### src/rtl/vga_timing_gen.sv
`default_nettype none
// ============================================================================
//  Module   : vga_timing_gen
//  Purpose  : Parametrised VGA raster timing generator. Produces a pixel-rate
//             enable, h/v counters, pixel request coordinates, polarity-
//             selectable syncs and a display-enable window. Sync, enable and
//             colour are delayed so that they line up with a colour source of
//             known latency. Colour is forced to zero while blanked.
//  Timing   : the pixel presented on x/y/req in tick window n must have its
//             colour on rgb_in during tick window n+LATENCY. de, hsync, vsync
//             and rgb_out for that pixel appear in tick window n+LATENCY+1.
//  Options  : define TEST_PATTERN_EN to add the pattern_sel input, which
//             replaces rgb_in with eight internally generated colour bars.
//  Revision : 1.0 - initial release
// ============================================================================
module vga_timing_gen #(
  parameter int H_DISPLAY = 640,
  parameter int H_FP      = 16,
  parameter int H_SYNC    = 96,
  parameter int H_BP      = 48,
  parameter int V_DISPLAY = 480,
  parameter int V_FP      = 10,
  parameter int V_SYNC    = 2,
  parameter int V_BP      = 33,
  parameter int H_POL     = 0,
  parameter int V_POL     = 0,
  parameter int PIXEL_DIV = 2,
  parameter int COLOR_W   = 1,
  parameter int LATENCY   = 1,
  parameter int CW        = 11
) (
  input  logic                 clk,
  input  logic                 rst,
  output logic                 pix_ce,
  output logic [CW-1:0]        x,
  output logic [CW-1:0]        y,
  output logic                 req,
  input  logic [3*COLOR_W-1:0] rgb_in,
`ifdef TEST_PATTERN_EN
  input  logic                 pattern_sel,
`endif
  output logic [3*COLOR_W-1:0] rgb_out,
  output logic                 hsync,
  output logic                 vsync,
  output logic                 de,
  output logic                 line_start,
  output logic                 frame_start
);

  localparam int H_TOTAL      = H_DISPLAY + H_FP + H_SYNC + H_BP;
  localparam int V_TOTAL      = V_DISPLAY + V_FP + V_SYNC + V_BP;
  localparam int H_SYNC_START = H_DISPLAY + H_FP;
  localparam int H_SYNC_END   = H_SYNC_START + H_SYNC;
  localparam int V_SYNC_START = V_DISPLAY + V_FP;
  localparam int V_SYNC_END   = V_SYNC_START + V_SYNC;

  localparam int DIV_W = (PIXEL_DIV > 1) ? $clog2(PIXEL_DIV) : 1;
  localparam logic [DIV_W-1:0] DIV_LAST = DIV_W'(PIXEL_DIV - 1);

  localparam logic [CW-1:0] H_LAST = CW'(H_TOTAL - 1);
  localparam logic [CW-1:0] V_LAST = CW'(V_TOTAL - 1);

  localparam logic H_ACT = (H_POL != 0);
  localparam logic V_ACT = (V_POL != 0);

  // Pipe word: {pattern bars (optional), vsync_raw, hsync_raw, req}
`ifdef TEST_PATTERN_EN
  localparam int PW = 6;
`else
  localparam int PW = 3;
`endif

  logic [DIV_W-1:0] div_q, div_d;
  logic [CW-1:0]    h_q, h_d;
  logic [CW-1:0]    v_q, v_d;
  logic             tick;

  logic             h_active, v_active, hs_raw, vs_raw;

  logic             pix_ce_q, req_q, hs_raw_q, vs_raw_q;
  logic             line_start_q, frame_start_q;
  logic [CW-1:0]    x_q, y_q;

  logic [PW-1:0]    stage_in;
  logic [PW-1:0]    tap;

  logic             de_q, hsync_q, vsync_q;
  logic [3*COLOR_W-1:0] rgb_out_q;
  logic [3*COLOR_W-1:0] colour_src;

  // Pixel tick: last cycle of each divider period
  assign tick = (div_q == DIV_LAST);

  // Next-state for divider and raster counters; counters move only on a tick
  always_comb begin
    div_d = tick ? '0 : div_q + DIV_W'(1);
    h_d   = h_q;
    v_d   = v_q;
    if (tick) begin
      if (h_q == H_LAST) begin
        h_d = '0;
        v_d = (v_q == V_LAST) ? '0 : v_q + CW'(1);
      end else begin
        h_d = h_q + CW'(1);
      end
    end
  end

  // Region decode straight from the counters; no extra region state is kept
  always_comb begin
    h_active = (h_q < CW'(H_DISPLAY));
    v_active = (v_q < CW'(V_DISPLAY));
    hs_raw   = (h_q >= CW'(H_SYNC_START)) && (h_q < CW'(H_SYNC_END));
    vs_raw   = (v_q >= CW'(V_SYNC_START)) && (v_q < CW'(V_SYNC_END));
  end

  // Divider and raster counter registers
  always_ff @(posedge clk) begin
    if (rst) begin
      div_q <= '0;
      h_q   <= '0;
      v_q   <= '0;
    end else begin
      div_q <= div_d;
      h_q   <= h_d;
      v_q   <= v_d;
    end
  end

  // Undelayed stage: request, coordinates, raw syncs and start pulses
  always_ff @(posedge clk) begin
    if (rst) begin
      pix_ce_q      <= 1'b0;
      req_q         <= 1'b0;
      hs_raw_q      <= 1'b0;
      vs_raw_q      <= 1'b0;
      x_q           <= '0;
      y_q           <= '0;
      line_start_q  <= 1'b0;
      frame_start_q <= 1'b0;
    end else begin
      pix_ce_q      <= tick;
      line_start_q  <= tick && (h_q == '0);
      frame_start_q <= tick && (h_q == '0) && (v_q == '0);
      if (tick) begin
        req_q    <= h_active && v_active;
        hs_raw_q <= hs_raw;
        vs_raw_q <= vs_raw;
        if (h_active && v_active) begin
          x_q <= h_q;
          y_q <= v_q;
        end
      end
    end
  end

`ifdef TEST_PATTERN_EN
  logic [2:0] bar_q;

  // Colour-bar index for the pixel being requested, aligned with req
  always_ff @(posedge clk) begin
    if (rst) begin
      bar_q <= 3'd0;
    end else if (tick) begin
      bar_q <= 3'(({3'b000, h_q} * (CW+3)'(8)) / (CW+3)'(H_DISPLAY));
    end
  end

  assign stage_in = {bar_q, vs_raw_q, hs_raw_q, req_q};
`else
  assign stage_in = {vs_raw_q, hs_raw_q, req_q};
`endif

  generate
    if (LATENCY == 0) begin : g_bypass
      assign tap = stage_in;
    end else begin : g_pipe
      logic [PW-1:0] pipe_q [LATENCY];

      // Delay line matching the colour source latency; cleared stages are blank
      always_ff @(posedge clk) begin
        if (rst) begin
          for (int i = 0; i < LATENCY; i++) pipe_q[i] <= '0;
        end else if (tick) begin
          pipe_q[0] <= stage_in;
          for (int i = 1; i < LATENCY; i++) pipe_q[i] <= pipe_q[i-1];
        end
      end

      assign tap = pipe_q[LATENCY-1];
    end
  endgenerate

  // Colour source selection ahead of the blanking gate
  always_comb begin
    colour_src = rgb_in;
`ifdef TEST_PATTERN_EN
    if (pattern_sel) begin
      colour_src = {{COLOR_W{tap[5]}}, {COLOR_W{tap[4]}}, {COLOR_W{tap[3]}}};
    end
`endif
  end

  // Output stage: enable, polarity-mapped syncs and blank-gated colour
  always_ff @(posedge clk) begin
    if (rst) begin
      de_q      <= 1'b0;
      hsync_q   <= ~H_ACT;
      vsync_q   <= ~V_ACT;
      rgb_out_q <= '0;
    end else if (tick) begin
      de_q      <= tap[0];
      hsync_q   <= tap[1] ? H_ACT : ~H_ACT;
      vsync_q   <= tap[2] ? V_ACT : ~V_ACT;
      rgb_out_q <= tap[0] ? colour_src : '0;
    end
  end

  assign pix_ce      = pix_ce_q;
  assign x           = x_q;
  assign y           = y_q;
  assign req         = req_q;
  assign line_start  = line_start_q;
  assign frame_start = frame_start_q;
  assign de          = de_q;
  assign hsync       = hsync_q;
  assign vsync       = vsync_q;
  assign rgb_out     = rgb_out_q;

endmodule
`default_nettype wire
### config.mk
export PLATFORM = sky130hd
export DESIGN_NAME = vga_timing_gen
export DESIGN_NICKNAME = d
export VERILOG_FILES = /design/src/rtl/vga_timing_gen.sv
export SDC_FILE = /design/constraint.sdc
export NUM_CORES = 1
export LEC_CHECK = 0
export BUFFER_PORTS_ARGS = -buffer_cell sky130_fd_sc_hd__buf_2
export CORE_UTILIZATION = 30
export CTS_BUF_LIST = sky130_fd_sc_hd__clkbuf_2
export DETAILED_ROUTE_END_ITERATION = 8
export RECOVER_POWER = 100
export SYNTH_ARGS = -nofsm -noshare
export SYNTH_HDL_FRONTEND = slang
export SYNTH_SLANG_ARGS = --single-unit
### constraint.sdc
create_clock -name clk -period 2.05 [get_ports clk]
set_input_delay 0.205 -clock clk [delete_from_list [all_inputs] [get_ports clk]]
set_output_delay 0.205 -clock clk [all_outputs]
set_load 0.01 [all_outputs]
==> results.md <==
* Most Used Layer, Global Route: met2
* CTS clk-pin slew, worst paths at 0.16 ns
* GRT met3 Usage at 4.88%
* Syn_nets at 274
* Maxcap violations at 0
* CTS H-tree depth at 3
* RSZ-0062 raised after global routing: no
* Crit path time final at 1.87 ns
* Ranking of synthesized cells by area: dfxtp_1, mux2i_1, nor2_1
* Lkg Pwr at 1.10 nW
* Worst Hold End: line_start
* Routed len/inst at 13.1 um
* Final setup viols at 0
* Area Growth Syn to Fin at 16.0%
* Commonest cells in the netlist: dfxtp_1, nor2_1, mux2i_1
* Logic pwr share at 6.4%
* Critical Path RT at 2.47 ns
* Sw Ratio at 25.8%
* Final ANT Viol Nets at 0
* Setup TNS at 0 ns
* Clock group share of total power at 29.7%
* Initial antenna violation count at 0
* Clock sink count at 60
* Detail Placement HPWL at 3.69 mm
* # IOs at 37
* TritonCTS Buffers at 9
* Met2 GRT Util at 18.9%
* Worst Reg2Reg Path Length in Cells at 6
* Slew Limit Fails at 0
* Seq/Total Area, Yosys at 49.0%
* Yosys Warn Count at 0
* Vias at 2030
* Core area at 8180 sq um
* Final Skew at 0.0233 ns
* Die width at 93.5 um
* N_diodes at 0
* Mapped Avg Cell Area at 9.48 sq um
* HP Class: in2reg
* Top cell type's share of synthesized area at 45.4%
* Clock Tree Root: clkbuf_2
* Final Total Pwr at 1.89 mW
* Endpoints failing hold at 0
* GR Util All Layers at 13.4%
* PD cells at 647 nW/um^2
* Synthesized flop and latch total at 60
* GRT overflow at 0
* Cell taking the most area after synthesis: dfxtp_1
* CTS max path bufs at 2
* Final Cycle Share at 91.0%
* Placer congestion estimate at 0.802
* Post-Syn Instances at 265
* NetSw at 486 uW
* Reg2Reg Capture Point: v_q[6]
* Post-synth cell types at 39
* Fill cell count at 862
* Maximum clock rate at 536 MHz
* Initial Util at 30.7%
* CP endpoint kind: flop
* Largest net degree at the start of global routing at 37
* Post-layout nets at 318
* Number of flops mapped to enable cells by yosys at 3
* Most common cell in the synthesized netlist: dfxtp_1
* Hold depth at 4
* Min-delay src: rst
* Most used flip-flop cell after synthesis: dfxtp_1
* DRT iter0 DRCs at 108
* Worst-margin pin slew at 0.571 ns
* Outcome: complete, no violations
* R2r setup slk at 0.18 ns
* Crit path max fanout at 24
* Startpoint Class: flop
* Drt drc at 0
* Mapped cell area at 2510 sq um
* Die ar. at 8750 sq um
* Setup CP Type: reg2reg
* CTS tree: built
* Worst path arrival time at 2.28 ns
* Ratio of cells with drive above 1 in the final layout at 9.87%
* PortBufs at 36
* Vias in the first global route at 1793
* Peak supply drop at 0.000348 V
* Reg2reg start: h_q[1]
* Avg Vias per Cell at 4.84
* Clk Latency, worst-skew pair at 0.49 ns
* Slew margin rel. at 61.8%
* Post-synth ARST share at 0%
* Postcts setup bufs at 0
* Die Height at 93.5 um
* P_int at 1.40 mW
* Met1 GRT Util at 18.1%
* Cell row count at 33
* TritonRoute pass-1 iters at 4
* Sequential Power Share at 63.9%
* Global-route wire length before repair at 8.90 mm
* Total Wirelength at 5.49 mm
[critical path: stages (launching register included)]
cell and delay (ns):
dfxtp_1 0.43, ha_1 0.20, and3_1 0.19, nand4_1 0.15, buf_12 0.20, or4_1 0.47, a21oi_1 0.15
[area by class of cell]
| class | instances | area, sq um | share of cell area (%) |
|---|---|---|---|
| timing repair buffer | 49 | 267 | 9.14 |
| multi-input combinational | 179 | 1170 | 40.2 |
| inverter | 10 | 37.5 | 1.29 |
| clock buffer | 11 | 55.1 | 1.89 |
| clock inverter | 5 | 21.3 | 0.730 |
| sequential | 60 | 1230 | 42.2 |
| tap | 105 | 131 | 4.51 |
[metal layers]
layer	up-vias	share of wire, %
met5	-	0
met4	0	1.4
met3	10	5.3
met2	69	42
met1	934	51
li1	1017	-
[worst max-delay path by stage]
| stage | cells after the start | start | to | slack (ns) |
|---|---|---|---|---|
| 6_report | 6 | h_q[1] | v_q[6] | 0.18 |
| 5_1_grt | 6 | h_q[1] | v_q[9] | 0.04 |
| 4_1_cts | 6 | h_q[1] | v_q[9] | 0.20 |
| 3_5_place_dp | 6 | h_q[1] | v_q[10] | 0.23 |
| 3_3_place_gp | 6 | h_q[1] | v_q[10] | 0.26 |
| 2_1_floorplan | 7 | h_q[5] | v_q[8] | 0.47 |
[state kept, by name, summed over array words and instances, names as in the netlist]
signal	flops
h_q	11
hs_raw_q	1
vsync	1
line_start	1
rgb_out	3
v_q	11
vs_raw_q	1
de	1
hsync	1
frame_start	1
x	11
pix_ce	1
y	11
req	1
div_q	1
g_pipe.pipe_q	3
[metrics by stage]
step           setup WS, ns  utilization (%)  hold slack (ns)  cell area (sq um)  std cells
3_3_place_gp          0.265             35.0            0.439               2860        400
2_1_floorplan         0.465                -            0.373               2510        265
6_report              0.184             35.7           0.0673               2920        419
4_1_cts               0.201             36.3           0.0278               2970        419
3_5_place_dp          0.233             35.0            0.440               2860        400
5_1_grt              0.0436             35.7           0.0539               2920        419
[logic make-up after synthesis]
logic type	after synthesis	share of synthesized area, %
compound gates	33	7.72
xor+xnor	9	3.14
fa+ha+maj	4	1.99
buf+inv	26	4.78
flops	60	49.0
mux	19	7.57
simple gates	114	25.8
[cell usage in the layout (no fill, tap or decap), drive strengths merged, types with 2 or more instances in the layout]
master,n
dfxtp,57
clkbuf,44
nor2,32
mux2i,19
a21oi,18
nand3,16
buf,13
inv,10
nand2b,10
nand2,10
xor2,6
o31ai,6
o21ai,6
and2,6
nand4,5
or4,5
clkinv,5
and4,4
nor2b,4
nor4,4
or3,4
ha,4
and3,3
xnor2,3
edfxtp,3
dlygate4sd3,3
nor3,2
nor4b,2
[power by group through the flow]
stage / Combinational (mW) / Clock, mW / Sequential (mW)
3_5_place_dp: 0.120 / 0 / 1.23
4_1_cts: 0.126 / 0.590 / 1.21
3_3_place_gp: 0.118 / 0 / 1.23
6_report: 0.121 / 0.560 / 1.21
2_1_floorplan: 0.0713 / 0 / 1.24
5_1_grt: 0.134 / 0.637 / 1.21
[timing repair]
item | in CTS | in global routing
endpoints found under the hold margin | 3 | 0
gates resized for setup | 0 | 0
hold buffers | 3 | 0
(Power assumes the default switching activity.)
